`config.mk`:
```
export PLATFORM = sky130hd
export DESIGN_NAME = pipe_stage_skid
export DESIGN_NICKNAME = d
export VERILOG_FILES = /design/src/rtl/pipe_stage_skid.sv
export SDC_FILE = /design/constraint.sdc
export NUM_CORES = 1
export LEC_CHECK = 0
export BUFFER_PORTS_ARGS = -buffer_cell sky130_fd_sc_hd__buf_2
export CAP_MARGIN = 25
export CORE_MARGIN = 8
export CORE_UTILIZATION = 40
export DETAILED_ROUTE_END_ITERATION = 10
export SYNTH_ARGS = -nofsm -noshare
export SYNTH_HDL_FRONTEND = slang
export SYNTH_SLANG_ARGS = --single-unit
```
`constraint.sdc`:
```
create_clock -name clk -period 4.4 [get_ports clk]
set_clock_uncertainty 0.1 [all_clocks]
set_input_delay 0 -clock clk [delete_from_list [all_inputs] [get_ports clk]]
set_output_delay 0 -clock clk [all_outputs]
set_load 0.03 [all_outputs]
```
`src/rtl/pipe_stage_skid.sv`:
```
// Decode-to-execute pipeline stage: ctrl/data bundles over valid/ready, optional
// two-entry skid buffer, hazard stall/flush, zero-control bubbles, bubble counter.
module pipe_stage_skid #(
    parameter int unsigned CTRL_W            = 24,
    parameter int unsigned DATA_W            = 128,
    parameter int unsigned SKID_EN           = 1,
    parameter int unsigned CLR_DATA_ON_FLUSH = 0,
    parameter int unsigned CNT_W             = 16
) (
    input  logic              clk,
    input  logic              rst,
    input  logic              in_valid,
    output logic              in_ready,
    input  logic [CTRL_W-1:0] in_ctrl,
    input  logic [DATA_W-1:0] in_data,
    input  logic              stall,
    input  logic              flush,
    output logic              out_valid,
    input  logic              out_ready,
    output logic [CTRL_W-1:0] out_ctrl,
    output logic [DATA_W-1:0] out_data,
    output logic [1:0]        occupancy,
    output logic [CNT_W-1:0]  bubble_cnt
);

    typedef enum logic [1:0] {
        ST_EMPTY = 2'b00,
        ST_ONE   = 2'b01,
        ST_FULL  = 2'b11
    } state_t;

    typedef struct packed {
        logic [CTRL_W-1:0] ctrl;
        logic [DATA_W-1:0] data;
    } item_t;

    localparam logic [CNT_W-1:0] CNT_MAX = {CNT_W{1'b1}};

    state_t            state_q, state_d;
    item_t             main_q, main_d;
    item_t             skid_q, skid_d;
    item_t             in_item;
    logic [CNT_W-1:0]  bubble_q, bubble_d;
    logic              main_v, skid_v;
    logic              ready_raw;
    logic              acc, snd;

    assign main_v  = (state_q != ST_EMPTY);
    assign skid_v  = (state_q == ST_FULL);
    assign in_item = '{ctrl: in_ctrl, data: in_data};

    // With the skid buffer ready depends only on local state; without it, ready looks through to out_ready.
    always_comb begin
        ready_raw = 1'b0;
        if (SKID_EN != 0) begin
            ready_raw = ~skid_v;
        end else begin
            ready_raw = ~main_v | out_ready;
        end
        in_ready = ready_raw & ~stall & ~flush & ~rst;
    end

    assign acc = in_valid & in_ready;
    assign snd = main_v & out_ready & ~stall;

    // Next-state and datapath; ctrl of any slot that empties is cleared so bubbles are NOPs.
    always_comb begin
        state_d = state_q;
        main_d  = main_q;
        skid_d  = skid_q;
        if (flush) begin
            state_d     = ST_EMPTY;
            main_d.ctrl = '0;
            skid_d.ctrl = '0;
            if (CLR_DATA_ON_FLUSH != 0) begin
                main_d.data = '0;
                skid_d.data = '0;
            end
        end else begin
            case (state_q)
                ST_EMPTY: begin
                    if (acc) begin
                        main_d  = in_item;
                        state_d = ST_ONE;
                    end
                end
                ST_ONE: begin
                    if (acc && snd) begin
                        main_d = in_item;
                    end else if (acc && (SKID_EN != 0)) begin
                        skid_d  = in_item;
                        state_d = ST_FULL;
                    end else if (snd) begin
                        main_d.ctrl = '0;
                        state_d     = ST_EMPTY;
                    end
                end
                ST_FULL: begin
                    if (snd) begin
                        main_d      = skid_q;
                        skid_d.ctrl = '0;
                        state_d     = ST_ONE;
                    end
                end
                default: begin
                    state_d     = ST_EMPTY;
                    main_d.ctrl = '0;
                    skid_d.ctrl = '0;
                end
            endcase
        end
    end

    // Saturating count of cycles presenting no valid item.
    always_comb begin
        bubble_d = bubble_q;
        if (!main_v && (bubble_q != CNT_MAX)) begin
            bubble_d = bubble_q + CNT_W'(1);
        end
    end

    always_ff @(posedge clk) begin
        if (rst) begin
            state_q  <= ST_EMPTY;
            main_q   <= '0;
            skid_q   <= '0;
            bubble_q <= '0;
        end else begin
            state_q  <= state_d;
            main_q   <= main_d;
            skid_q   <= skid_d;
            bubble_q <= bubble_d;
        end
    end

    assign out_valid  = main_v;
    assign out_ctrl   = main_q.ctrl;
    assign out_data   = main_q.data;
    assign occupancy  = {1'b0, main_v} + {1'b0, skid_v};
    assign bubble_cnt = bubble_q;

endmodule

```
# Word-level counts from Yosys, hierarchy flattened
# Cells that the tools add are included.
# totals
reg_bits,322
word_cells,60
out_inout_bits,172
inputBits,158
# classes
n_bitwise,12
muxes,17
n_eq_ne,11
reduce_logical,12
add_sub_neg,2
# op_table
operator,count
$mux 152,4
$pmux 128 s3,1
$pmux 24 s3,2
$mux 128,1
$mux 24,3
$add 16x1->16 const B,1
$ne 16x16->1 const B,1
$reduce_and 4->1,4
$mux 2,5
$ne 3x3->1 const B,3
$ne 2x2->1 const B,4
$and 1x1->1,6
$not 1->1,6
$pmux 2 s3,1
$reduce_and 5->1,1
$reduce_bool 3->1,1
$add 1x1->2,1
$eq 2x1->1 const B,1
$eq 2x2->1 const B,1
$logic_and 1x1->1,2
$logic_not 2->1,1
$ne 2x1->1 const B,1
$reduce_bool 2->1,1
$reduce_or 2->1,1
$logic_not 1->1,1

# Depth between registers and ports, before layout
# depth
ltp_word,9
mapped_depth,9
depth_no_buf,6

# Worst setup path before layout
# OpenSTA, ideal clock, no wires.
# synth_path
kind,reg2reg
startpoint,register state_q[0]
endpoint,"register main_q, in the netlist out_data[0]"
synth_period_minus_slack_ns,2.497
t_arrival_ns,2.275
required_time_ns,4.179
setup_ns,0.121
setup_slack_ns,1.903
path_stages_with_launch,9
path_buffers,3
cell_sequence,dfxtp_1 > ha_1 > or4_4 > buf_6 > a2111oi_4 > o31ai_1 > buf_6 > buf_6 > mux2_4
# synth_via
elab_chain_cells,9
elab_cells_between_ends,18
classes_between,eq/ne: 5; mux: 1; bitwise: 7; reduce/logical: 5
# synth_lines
item,line,source
from (decl),39,"state_t state_q, state_d;"
from (signal assigned),129,state_q <= state_d;
$eq 2x2->1,"49, 80",
$not 1->1,56,ready_raw = ~skid_v;
$and 1x1->1 (3 in a row),60,in_ready = ready_raw & ~stall & ~flush & ~rst;
$and 1x1->1,63,assign acc = in_valid & in_ready;
$logic_and 1x1->1,88,if (acc && snd) begin
$ne 2x2->1 (no source line),-,
$reduce_and 5->1 (no source line),-,
to (signal assigned),130,main_q <= main_d;
to (decl),40,"item_t main_q, main_d;"
# Parallel ways exist; a longest one is shown, timed or not.
# A chain may end at the register's enable or synchronous reset.

# Worst setup path after layout
# layout_path
startpoint,register state_q[0]
endpoint,register skid_q[147] in the netlist's numbering
# layout_via
elab_chain_cells,9
elab_cells_between_ends,18
classes_between,eq/ne: 5; mux: 1; bitwise: 8; reduce/logical: 4
# layout_lines
item,line,source
$eq 2x2->1,"49, 80",
$not 1->1,56,
$and 1x1->1 (3 in a row),60,
$and 1x1->1,63,
$logic_and 1x1->1,88,
$ne 2x2->1 (no source line),-,
$reduce_and 4->1 (no source line),-,
to (signal assigned),131,skid_q <= skid_d;
to (decl),41,"item_t skid_q, skid_d;"
# Parallel ways exist; a longest one is shown, timed or not.

==> flow_summary.toml <==
[run_status]
status = "completed"

[synthesis]
synth.avg_cell_area_um2 = 9.27
ys_types = 45
yosysSeqAreaShare = 0.442
synth_common_cells = "dfxtp_1, nand2_1, a21oi_1, nor2_1, mux2i_1"
synthTopCellsByArea = "dfxtp_1, mux2_4, mux2i_1"
synth_enable_flop_cells = 0
yosysMostFrequentCell = "dfxtp_1"
synth_top_flop_cell = "dfxtp_1"
synthDominantCellAreaShare = 0.442
synth_nets = 1737
yosys.area.top_type = "dfxtp_1"
synthCells = 1573
ys_ff_latch = 322
syn-cell-area_um2 = 14600
ys_warn_count = 0
synthArstFlopShare = 0

[setup_path]
r2r-start = "state_q[0]"
end_kind = "flop"
reg2reg_depth = 8
crit_type = "flop to flop"
cp_slowest_stage_delay_ns = 0.68
path_max_fanout = 57
cp.required_ns = 4.75
start_kind = "flop"
crit_slowest_cell = "or4_4"
crit_arrival_ns = 4.12
cp_common_cell = "dlygate4sd3_1"
reg2reg_slack_ns = 0.63
cp_cell_sequence = "ha_4 -> or4_4 -> a211oi_4 -> buf_4 -> nand3_1 -> dlygate4sd3_1 -> mux2i_1 -> dlygate4sd3_1"
r2r_end = "skid_q[147]"

[route]
drt_first_pass_iters = 5
wire_per_inst_um = 16.4
antenna_left = 0
drc = 0
via_per_inst = 4.95
wirelength_mm = 41.5
detailedRoute.firstIterationViolations = 665
vias = 12500

[grt]
grt_overflow_total = 0
grt_pass1_wl_mm = 65.8
track_usage = 0.187
grt_pass1_vias = 12700
antenna_found_initial = 4
grt_max_degree = 125

[power]
leakagePower_nw = 8.32
power_density_nw_per_um2 = 344
vdd_ir_drop_max_v = 0.000212

[cts]
cts_max_path_buffers = 3
clkTransAtPathRegs_ns = 0.06
h-tree-depth = 2
numCtsBuffers = 38
root_buffer = "clkbuf_16"
cts_tree = "done"
insertion_delay_ns = 0.51
cts.sinks = 322
cts_setup_buffers = 0

[run]
cap_viol_max_count = 0

[sta]
tns_ns = 0
finalHoldViolations = 0
fin_crit_ns = 3.77
whs_ns = 0.129
grt_setup_unrepaired = "false"
worst_slew_pin_slew_ns = 0.982
slew_viol_final = 0
period_share = 0.856
max_freq_ghz = 0.265
maxSlewHeadroom = 0.346
setup_viol = 0

[floorplan]
rows = 70
die_x_um = 207
die_h_um = 207
core_area_um2 = 36300
initial_utilization = 0.402
die_area_um2 = 42800
io_pins = 330

[placement]
gp_congestion = 0.777
portBuffers = 329
dp_hpwl_mm = 25.5
dpl.cell_count = 2264

[cells_and_area]
nFillCells = 3285
fin_util = 0.542
multi_input_area_um2 = 7520
seq_area_um2 = 6450
syn_to_final_growth_pct = 34.7
fin_nets = 2194
drive_above_1_share = 0.266
instances_no_fill = 2529

[hold_path]
worst_hold_startpoint = "out_ready"
worstHoldEndpoint = "state_q[1]"
hp-class = "primary input to flop"
whs_path_depth = 4
## routing by layer
metal	vias up	share of wire	wire, um	global-route usage
li1	6248	-	-	-
met4	2	0.021	853	0.0498
met1	5873	0.45	18500	0.235
met3	70	0.064	2640	0.0424
met5	-	0.00031	13	0
met2	317	0.47	19500	0.318
## kinds of logic after synthesis
kind of cell,share of synthesized area
muxes,0.217
xor gates and xnor gates,0.000601
adders and majority gates,0.00515
DFF,0.442
AOI/OAI and AO/OA,0.0977
and+or+nand+nor,0.192
buffers and inverters,0.0453
## critical path: cells and delay by family, from the launching register on
kind            cells  cell delay, ns
compound gates      1            0.25
fa+ha+maj           1            0.32
buf+inv             3            1.72
flops               1            0.36
mux                 1            0.12
simple gates        2            0.84
## through the flow
| stage | worst slack (ns) | instance area, um^2 | power (W) |
|---|---|---|---|
| 6_report | 0.631 | 19600 | 0.00675 |
| 5_1_grt | 0.459 | 19600 | 0.00700 |
| 4_1_cts | 0.640 | 19600 | 0.00682 |
| 2_1_floorplan | 1.90 | 14600 | 0.00334 |
| 3_3_place_gp | 1.38 | 16400 | 0.00351 |
| 3_5_place_dp | 1.29 | 16400 | 0.00352 |
## worst max path at each step
stage / to / start / cells after the start
global placement: skid_q[136] / state_q[0] / 6
detailed placement: skid_q[132] / state_q[0] / 6
CTS: skid_q[147] / state_q[0] / 8
global route: skid_q[147] / state_q[0] / 8
finish: skid_q[147] / state_q[0] / 8
floorplan: out_data[0] / state_q[0] / 8
## placed cells by master, fill, tap and decap left out, drive strengths merged, types with 9 or more instances in the layout
| cell type | synthesis | layout |
|---|---|---|
| a21oi | 140 | 140 |
| a22oi | 24 | 24 |
| buf | 43 | 347 |
| clkbuf | 81 | 56 |
| dfxtp | 322 | 322 |
| dlygate4sd3 | 0 | 194 |
| inv | 8 | 9 |
| mux2 | 129 | 129 |
| mux2i | 134 | 134 |
| nand2 | 286 | 286 |
| nand3 | 9 | 9 |
| nand4 | 27 | 27 |
| nor2 | 138 | 138 |
| nor2b | 130 | 130 |
| o21ai | 26 | 26 |
| o2bb2ai | 24 | 24 |
| o31ai | 9 | 9 |
## power breakdown
group          switching, W  leakage [nW]  internal (W)
combinational      0.000314          5.10      0.000278
sequential        0.0000221          2.60       0.00295
clock               0.00124         0.619       0.00194
total               0.00158          8.32       0.00517
## cell type report
class,count,area share
Multi-Input combinational cell,1119,0.383
Timing Repair Buffer,541,0.193
Clock buffer,56,0.0570
Inverter,8,0.00153
Tap cell,468,0.0298
Clock inverter,12,0.00733
Sequential cell,322,0.328
Antenna cell,3,0.000382
## sequential cells by signal, summed over array words and instances (netlist names)
signal	count
bubble_cnt	16
out_ctrl	24
out_data	128
skid_q	152
state_q	2
## repair_timing
item / 4_1_cts / 5_1_grt
endpoints found under the hold margin: 306 / 0
gates resized for setup: 0 / 0
hold buffers: 194 / 0
No activity file was read; power rests on OpenSTA's default activity.
